**config.mk**
```make
export PLATFORM = sky130hd
export DESIGN_NAME = alu_result_queue
export DESIGN_NICKNAME = d
export VERILOG_FILES = /design/src/rtl/alu_pkg.sv /design/src/rtl/alu_sync_fifo.sv /design/src/rtl/alu_result_queue.sv
export SDC_FILE = /design/constraint.sdc
export NUM_CORES = 1
export LEC_CHECK = 0
export ABC_AREA = 1
export BUFFER_PORTS_ARGS = -buffer_cell sky130_fd_sc_hd__buf_4
export CAP_MARGIN = 15
export CELL_PAD_IN_SITES_DETAIL_PLACEMENT = 0
export CELL_PAD_IN_SITES_GLOBAL_PLACEMENT = 1
export CORE_MARGIN = 2
export CORE_UTILIZATION = 39
export DETAILED_ROUTE_END_ITERATION = 7
export PLACE_DENSITY = 0.71
export SYNTH_ARGS = -nofsm -noshare
export SYNTH_HDL_FRONTEND = slang
export SYNTH_SLANG_ARGS = --single-unit
```
**constraint.sdc**
```tcl
create_clock -name CLK -period 3 [get_ports CLK]
set_input_delay 0.6 -clock CLK [delete_from_list [all_inputs] [get_ports CLK]]
set_output_delay 0.6 -clock CLK [all_outputs]
set_load 0.01 [all_outputs]
```
**src/rtl/alu_pkg.sv**
```systemverilog
// alu_pkg: shared ALU opcodes, flag indices and result-queue entry type
package alu_pkg;
  localparam int RES_W = 16;
  localparam int OP_W = 4;
  localparam int FLAG_W = 3;
  localparam logic [OP_W-1:0] OP_ADD = 4'b0000;
  localparam logic [OP_W-1:0] OP_SUB = 4'b0001;
  localparam logic [OP_W-1:0] OP_AND = 4'b0010;
  localparam logic [OP_W-1:0] OP_OR = 4'b0011;
  localparam logic [OP_W-1:0] OP_XOR = 4'b0100;
  localparam logic [OP_W-1:0] OP_NOT = 4'b0101;
  localparam logic [OP_W-1:0] OP_SHL = 4'b0110;
  localparam logic [OP_W-1:0] OP_SHR = 4'b0111;
  localparam logic [OP_W-1:0] OP_SAR = 4'b1000;
  localparam logic [OP_W-1:0] OP_PASSA = 4'b1001;
  localparam logic [OP_W-1:0] OP_PASSB = 4'b1010;
  localparam logic [OP_W-1:0] OP_NAND = 4'b1011;
  localparam logic [OP_W-1:0] OP_ROTL = 4'b1100;
  localparam logic [OP_W-1:0] OP_ROTR = 4'b1101;
  localparam int FLAG_Z = 0;
  localparam int FLAG_N = 1;
  localparam int FLAG_C = 2;
  typedef struct packed {
    logic [RES_W-1:0] y;
    logic [OP_W-1:0] op;
    logic [FLAG_W-1:0] flags;
  } result_t;
  // carry is only meaningful for the arithmetic opcodes
  function automatic logic [FLAG_W-1:0] calc_flags(input logic [OP_W-1:0] op, input logic [RES_W-1:0] y, input logic cout);
    logic [FLAG_W-1:0] f;
    f = '0;
    f[FLAG_Z] = (y == '0);
    f[FLAG_N] = y[RES_W-1];
    f[FLAG_C] = (op == OP_ADD || op == OP_SUB) ? cout : 1'b0;
    return f;
  endfunction
endpackage

```
**src/rtl/alu_sync_fifo.sv**
```systemverilog
// alu_sync_fifo: parameterised FIFO storage with wrapping pointers and occupancy counter
module alu_sync_fifo #(
  parameter int W = 23,
  parameter int DEPTH = 4,
  parameter int PTR_W = 2
) (
  input  logic             CLK,
  input  logic             RST,
  input  logic             push,
  input  logic             pop,
  input  logic [W-1:0]     din,
  output logic [W-1:0]     dout,
  output logic [PTR_W:0]   count
);
  logic [W-1:0] mem [DEPTH];
  logic [PTR_W-1:0] wp, rp;
  assign dout = mem[rp];
  // storage, pointers and occupancy; storage is cleared so the head reads zero after reset
  always_ff @(posedge CLK or posedge RST)
    if (RST) begin
      mem <= '{default: '0};
      wp <= '0;
      rp <= '0;
      count <= '0;
    end else begin
      if (push) mem[wp] <= din;
      if (push) wp <= wp + 1'b1;
      if (pop) rp <= rp + 1'b1;
      count <= count + {{PTR_W{1'b0}}, push} - {{PTR_W{1'b0}}, pop};
    end
endmodule

```
**src/rtl/alu_result_queue.sv**
```systemverilog
// alu_result_queue: captures 1-cycle-latency ALU results with flags into a credit-protected FIFO
module alu_result_queue import alu_pkg::*; #(
  parameter int DEPTH = 4,
  parameter int PTR_W = 2
) (
  input  logic              CLK,
  input  logic              RST,
  input  logic              issue_valid,
  output logic              issue_ready,
  input  logic [OP_W-1:0]   issue_opcode,
  input  logic [RES_W-1:0]  alu_y,
  input  logic              alu_cout,
  output logic              out_valid,
  input  logic              out_ready,
  output logic [RES_W-1:0]  out_data,
  output logic [OP_W-1:0]   out_opcode,
  output logic [FLAG_W-1:0] out_flags,
  output logic [PTR_W:0]    occupancy
);
  logic inflight_q;
  logic [OP_W-1:0] tag_q;
  logic fire, pop;
  result_t din, dout;
  logic [PTR_W+1:0] credits_used;
  // an in-flight result already owns a slot; same-cycle pops are ignored to keep out_ready off this path
  always_comb begin
    credits_used = {1'b0, occupancy} + {{(PTR_W+1){1'b0}}, inflight_q};
    issue_ready = credits_used < (PTR_W+2)'(DEPTH);
    fire = issue_valid & issue_ready;
    out_valid = occupancy != '0;
    pop = out_valid & out_ready;
    din = '{y: alu_y, op: tag_q, flags: calc_flags(tag_q, alu_y, alu_cout)};
    out_data = dout.y;
    out_opcode = dout.op;
    out_flags = dout.flags;
  end
  // remembers that the ALU output next cycle belongs to an accepted issue, and its opcode
  always_ff @(posedge CLK or posedge RST)
    if (RST) begin
      inflight_q <= 1'b0;
      tag_q <= '0;
    end else begin
      inflight_q <= fire;
      if (fire) tag_q <= issue_opcode;
    end
  alu_sync_fifo #(.W($bits(result_t)), .DEPTH(DEPTH), .PTR_W(PTR_W)) u_fifo (
    .CLK(CLK),
    .RST(RST),
    .push(inflight_q),
    .pop(pop),
    .din(din),
    .dout(dout),
    .count(occupancy)
  );
endmodule

```
==> key figures, run 1 <==
Status
  – Status: finished clean

Timing
  – Rel. slew slack: 0.476
  – Achievable Freq: 411 MHz
  – Max Slew Vio Count: 0
  – Worst hold slack: 0.368 ns
  – Tcrit/Tclk final: 0.811
  – RSZ-0062 raised after global routing: false
  – Setup TNS: 0 ns
  – Worst Skew: 0.00409 ns
  – Min cycle time layout: 2.43 ns
  – Setup violators final: 0
  – Hold violation total from the final report: 0
  – Worst slew pin tran: 0.783 ns

Synthesis
  – YS warnings: 0
  – Post-synth ARST share: 1.00
  – Synth Area per Inst: 8.73 um2
  – Yosys reg bits: 100
  – Syn nets: 543
  – Post-Syn Area: 0.00445 mm2
  – Post-synth EDFFs: 0
  – Synth cell types: 23
  – Seq/Total Area, Yosys: 0.562
  – Top FF cell, synth: dfrtp_1
  – Mapped Cells: 510

Final layout
  – Final Cell Area: 0.00527 mm2
  – Layout net count: 583
  – Commonest non-fill, non-tap cells in the layout: o21ai_0, nand2_1, dfrtp_1
  – Ant. Diodes: 0
  – Commonest non-fill, non-tap cell in the layout: o21ai_0
  – Core Util, Final: 0.467
  – Area growth syn-to-layout: 18.3%
  – Share of layout cells above drive strength 1: 0.155
  – Final std cells w/o fill: 698

Placed design
  – Port bufs: 52
  – DP Area: 0.00495 mm2
  – Post-DP HPWL: 6.53 mm
  – DP Cell Count: 682
  – RD Place Congestion: 0.729

Critical path
  – Crit path max fanout: 18
  – RR Startpoint: u_fifo.count[2]
  – Critical path arrival: 1.83 ns
  – Element type at the critical path end: primary output
  – Critical Path RT: 2.40 ns
  – Worst R2R Path Depth: 9
  – R2R Path End: u_fifo.count[2]
  – Kind of critical path: reg2out
  – Worst R2R Setup Slack: 1.04 ns
  – Worst setup SP type: flop

Drt
  – Vias: 3,582
  – Drt pass-1 iters: 5
  – 1st-iter DRT viols: 217
  – Final WL: 10.4 mm
  – DRC errors left: 0
  – Post-DRT Antenna Nets: 0
  – Vias per cell: 5.13
  – WL per Instance: 14.9 um

Floorplan
  – I/O pin count: 53
  – # rows: 39
  – Initial Util: 0.395
  – CORE AREA: 0.0113 mm2
  – Die ar.: 0.0123 mm2
  – Die extent in x: 111 um
  – Die height: 111 um

Power and ir drop
  – Combinational share of power: 0.417
  – Clock share of power: 0.200
  – Switch share: 0.381
  – Seq pwr share: 0.382
  – Psw: 2.37 mW
  – PD cells: 1180 mW/mm2
  – Max VDD drop: 0.574 mV
  – LEAKAGE: 2.58 nW
  – Int Power: 3.85 mW

Clock network
  – CTS root buf: clkbuf_16
  – Number of cells upsized or downsized after cts: 0
  – Cts-stage hold buffer count: 0
  – Clk Latency, worst-skew pair: 0.34 ns
  – Clock Tree Buf Depth: 2
  – Post-CTS Setup Bufs: 0
  – Clk pin slew, worst setup/hold paths: 0.07 ns
  – CTS H-tree lvls: 3
  – Inserted Clock Buffers: 9
  – CTS tree: done
  – Clk sinks: 100

Global route
  – Largest net degree at the start of global routing: 51
  – GR Util All Layers: 0.180
  – Vias in the first global route: 3,543
  – Global route overflow: 0
  – First-pass GRT wire length: 18.0 mm
  – Initial antenna violation count: 0

Min path
  – HP Class: in2async

Run
  – Max cap viols: 0
-- sequential cells by signal (all words and copies together), names as in the netlist --
name,cells
inflight_q,1
tag_q,4
u_fifo.count,3
u_fifo.mem,88
u_fifo.rp,2
u_fifo.wp,2
-- final cells by class --
| type | count | area [um2] |
|---|---|---|
| Clock buffer | 12 | 246 |
| Clock inverter | 4 | 72.6 |
| Fill cell | 1113 | 6010 |
| Inverter | 38 | 146 |
| Multi-Input combinational cell | 341 | 1660 |
| Sequential cell | 100 | 2500 |
| Tap cell | 143 | 179 |
| Timing Repair Buffer | 60 | 463 |
-- metrics by stage --
step | setup WS (ns) | total power [mW]
6_report | 0.567 | 6.21
4_1_cts | 0.552 | 6.30
2_1_floorplan | 1.11 | 4.04
3_5_place_dp | 0.928 | 5.02
5_1_grt | 0.459 | 6.77
3_3_place_gp | 0.981 | 4.95
-- cells by family (layout without fill, tap and decap cells) --
group | count (synthesis) | in the layout | share of synthesized area
AND/OR/NAND/NOR | 178 | 178 | 0.164
AO/OA/AOI/OAI | 152 | 152 | 0.178
flip-flops | 100 | 100 | 0.562
buffers and inverters | 69 | 114 | 0.0658
adder cells (fa/ha/maj) | 8 | 8 | 0.0242
XOR/XNOR | 3 | 3 | 0.00590
-- per-layer routing --
layer	global-route usage	vias up	share of wire
met1	0.252	1737	0.49
met2	0.286	71	0.46
met5	0	-	0
li1	-	1763	-
met4	0.0458	0	0.011
met3	0.0383	11	0.040
-- cells in the mapped netlist (2+ instances only) --
cell type,count,share of area
dfrtp_1,100,0.56
nand2_2,3,0.0042
nand4_1,9,0.013
nand3_2,2,0.0045
buf_4,4,0.0067
buf_2,11,0.012
clkbuf_1,12,0.010
inv_2,3,0.0025
nor2_1,50,0.042
nand2_1,106,0.089
o22ai_1,22,0.031
clkbuf_2,4,0.0045
o21ai_0,127,0.14
o21ai_1,2,0.0022
nand3_1,6,0.0067
inv_1,35,0.030
ha_1,7,0.020
xor2_1,2,0.0039
-- worst max-delay path by stage --
| stage | endpoint | depth (start not counted) | from |
|---|---|---|---|
| 2_1_floorplan | u_fifo.count[2] | 9 | u_fifo.count[2] |
| 3_3_place_gp | u_fifo.count[2] | 8 | out_ready |
| 3_5_place_dp | out_data[2] | 5 | u_fifo.rp[0] |
| 4_1_cts | out_data[2] | 5 | u_fifo.rp[0] |
| 5_1_grt | out_data[8] | 5 | u_fifo.rp[1] |
| 6_report | out_data[8] | 5 | u_fifo.rp[1] |
-- worst max-delay path, stage by stage (launching register included) --
cell     delay (ns)
dfrtp_1        0.37
inv_1          0.50
buf_4          0.25
o21ai_0        0.09
o22ai_1        0.13
buf_4          0.14
-- power groups by stage --
stage | combinational [mW] | sequential, mW | clock, mW
floorplan | 1.74 | 2.30 | 0
global placement | 2.57 | 2.37 | 0
detailed placement | 2.63 | 2.39 | 0
CTS | 2.64 | 2.37 | 1.28
global route | 2.96 | 2.46 | 1.34
finish | 2.59 | 2.38 | 1.25
Power figures use the tool's default switching activity.
==> run 2: changes to the inputs <==
--- a/config.mk
+++ b/config.mk
@@ -5,15 +5,15 @@
 export SDC_FILE = /design/constraint.sdc
 export NUM_CORES = 1
 export LEC_CHECK = 0
-export ABC_AREA = 1
+export ABC_AREA = 0
 export BUFFER_PORTS_ARGS = -buffer_cell sky130_fd_sc_hd__buf_4
 export CAP_MARGIN = 15
 export CELL_PAD_IN_SITES_DETAIL_PLACEMENT = 0
 export CELL_PAD_IN_SITES_GLOBAL_PLACEMENT = 1
 export CORE_MARGIN = 2
-export CORE_UTILIZATION = 39
+export CORE_UTILIZATION = 40
 export DETAILED_ROUTE_END_ITERATION = 7
-export PLACE_DENSITY = 0.71
+export PLACE_DENSITY = 0.64
 export SYNTH_ARGS = -nofsm -noshare
 export SYNTH_HDL_FRONTEND = slang
 export SYNTH_SLANG_ARGS = --single-unit
==> constraint.sdc (replaced) <==
create_clock -name CLK -period 2.24 [get_ports CLK]
set_input_delay 0.448 -clock CLK [delete_from_list [all_inputs] [get_ports CLK]]
set_output_delay 0.448 -clock CLK [all_outputs]
set_load 0.01 [all_outputs]
==> run 2 against run 1 <==
Compared with the run above: synthesized cell count decreased by 46%; die area decreased by 3.0%; worst setup slack lost 0.48 ns; clock power rose by 6%; final cell count down 30%; cell area up 1.4%; largest cell class unchanged.
==> key figures, run 2 <==
Status
  – Status: finished clean

Synthesis
  – Post-synth ARST share: 1.00
  – Mapped Cells: 277
  – Top cell type by total area after synthesis: dfrtp_1
  – Post-Synth XOR/XNOR Area: 0.00792
  – Syn nets: 310
  – Commonest cells post-synth: dfrtp_1, mux2_2, mux4_2
  – Largest cells by area after synthesis: dfrtp_1, mux2_2, mux4_2
  – Count leader, synth: dfrtp_1
  – Post-Syn Area: 0.00442 mm2
  – Synth cell types: 23
  – Yosys reg bits: 100
  – YS warnings: 0
  – Synth Area per Inst: 16.0 um2
  – Synth top area share: 0.566
  – Compound-Gate Fraction of Synth Area: 0.0167
  – Largest family of logic cells by synthesized area: multiplexers
  – Multiplexer share of the synthesized area: 0.329
  – Post-Synth Simple-Gate Area: 0.0305
  – Seq/Total Area, Yosys: 0.566
  – Top FF cell, synth: dfrtp_1
  – Adder-cell share of the synthesized area: 0.0243
  – Post-synth EDFFs: 0

Clock network
  – Clock Tree Buf Depth: 2
  – Inserted Clock Buffers: 9
  – Clk sinks: 100
  – Clk Latency, worst-skew pair: 0.36 ns
  – CTS root buf: clkbuf_8
  – Post-CTS Setup Bufs: 0
  – CTS H-tree lvls: 3
  – Cts-stage hold buffer count: 0
  – Clk pin slew, worst setup/hold paths: 0.10 ns
  – CTS tree: done

Final layout
  – Filler cell count in the final layout: 966
  – Ant. Diodes: 0
  – Max FFs per register: 88
  – Area occupied by multi-input gates: 0.00181 mm2
  – Area growth syn-to-layout: 20.6%
  – Commonest non-fill, non-tap cells in the layout: dfrtp_1, mux2_2, buf_4
  – Biggest regs: u_fifo.mem x88, tag_q x4, u_fifo.count x3
  – Core Util, Final: 0.494
  – Commonest non-fill, non-tap cell in the layout: dfrtp_1
  – Register area: 0.00250 mm2
  – Layout net count: 377
  – Final Cell Area: 0.00534 mm2
  – Share of layout cells above drive strength 1: 0.569
  – Reg with most FFs: u_fifo.mem

Critical path
  – Critical path arrival: 1.71 ns
  – CP cell instances: clkbuf_16 -> mux4_2 -> buf_4
  – Critical Path Stages: 3
  – Worst R2R Path Depth: 7
  – Crit-path max cell delay: 0.52 ns
  – Crit path max fanout: 9
  – Crit path buf inv count: 2
  – Element type at the critical path end: primary output
  – Worst setup SP type: flop
  – Worst path slowest cell: mux4_2
  – Critical Path RT: 1.79 ns
  – Kind of critical path: reg2out
  – Top delay family on crit path: multiplexers
  – Worst R2R Setup Slack: 0.12 ns

Run
  – Max cap viols: 0

Timing
  – Max Slew Vio Count: 0
  – Setup violators final: 0
  – Hold violation total from the final report: 0
  – Worst Skew: 0.0125 ns
  – Achievable Freq: 464 MHz
  – Rel. slew slack: 0.633
  – Worst slew pin tran: 0.550 ns
  – Min cycle time layout: 2.16 ns
  – Final worst slack: 0.0840 ns
  – Tcrit/Tclk final: 0.963

Drt
  – Final WL: 8.71 mm
  – 1st-iter DRT viols: 87
  – Post-DRT Antenna Nets: 0
  – Drt pass-1 iters: 5
  – Vias per cell: 5.08
  – DRC errors left: 0
  – Vias: 2,478
  – WL per Instance: 17.9 um

Floorplan
  – # rows: 38
  – Die extent in x: 109 um
  – Die height: 109 um
  – CORE AREA: 0.0108 mm2
  – Die ar.: 0.0119 mm2
  – Initial Util: 0.410
  – I/O pin count: 53

Placed design
  – Port bufs: 52
  – DP Area: 0.00507 mm2
  – RD Place Congestion: 0.702
  – DP Worst Slack: 0.118 ns
  – Post-DP HPWL: 5.70 mm

Power and ir drop
  – PD cells: 1560 mW/mm2
  – Final total power: 8.34 mW
  – Max VDD drop: 0.695 mV
  – LEAKAGE: 2.35 nW

Global route
  – GR Util All Layers: 0.162
  – Initial antenna violation count: 0
  – First-pass GRT wire length: 14.3 mm
  – Largest net degree at the start of global routing: 101
  – Vias in the first global route: 2,695
  – Global route overflow: 0

Min path
  – HP Class: in2async
-- run 2: power breakdown --
group	leakage (nW)	switching, mW	internal (mW)	total, mW
registers	1.19	0.492	2.71	3.21
logic	1.05	1.48	2.34	3.82
clock network	0.119	0.599	0.717	1.32
-- run 2: worst paths after layout --
check | start | endpoint
setup / recovery | u_fifo.rp[0] | out_data[14]
min in group CLK | issue_opcode[0] | tag_q[0]
hold / removal | RST | u_fifo.mem[40]
setup reg to reg | u_fifo.count[1] | u_fifo.count[2]
max in group asynchronous | RST | u_fifo.rp[0]
hold reg to reg | u_fifo.mem[48] | u_fifo.mem[48]
-- run 2: logic make-up after synthesis --
logic type | after synthesis
mux | 106
flops | 100
fa+ha+maj | 8
compound gates | 11
xor+xnor | 4
buf+inv | 23
simple gates | 25
-- run 2: layer usage --
metal | global-route usage | vias to the layer above | share of wire
li1 | - | 1142 | -
met3 | 0.0490 | 8 | 0.048
met1 | 0.208 | 1282 | 0.44
met5 | 0 | - | 0
met4 | 0.0434 | 0 | 0.010
met2 | 0.268 | 46 | 0.50
-- run 2: stage by stage --
step                std cells  TNS [ns]  hold slack (ns)
floorplan                 277         0            0.445
finish                    488         0            0.213
CTS                       487         0            0.247
global placement          472         0            0.458
detailed placement        472         0            0.467
global route              488  -0.00129            0.270
-- run 2: tightest hold or removal path: cells and delay by family --
| kind | cells | cell delay, ns |
|---|---|---|
| buffers and inverters | 3 | 0.57 |
-- run 2: final cells by class --
class / count / share of cell area
sequential: 100 / 0.469
inverter: 8 / 0.00633
tap: 140 / 0.0328
clock inverter: 3 / 0.0129
multi-input combinational: 154 / 0.339
clock buffer: 12 / 0.0309
timing repair buffer: 71 / 0.109
-- run 2: what timing repair did --
action / in CTS / in global routing
hold endpoints to repair: 0 / 0
gates resized for setup: 0 / 3
endpoints found under the setup margin: 0 / 6
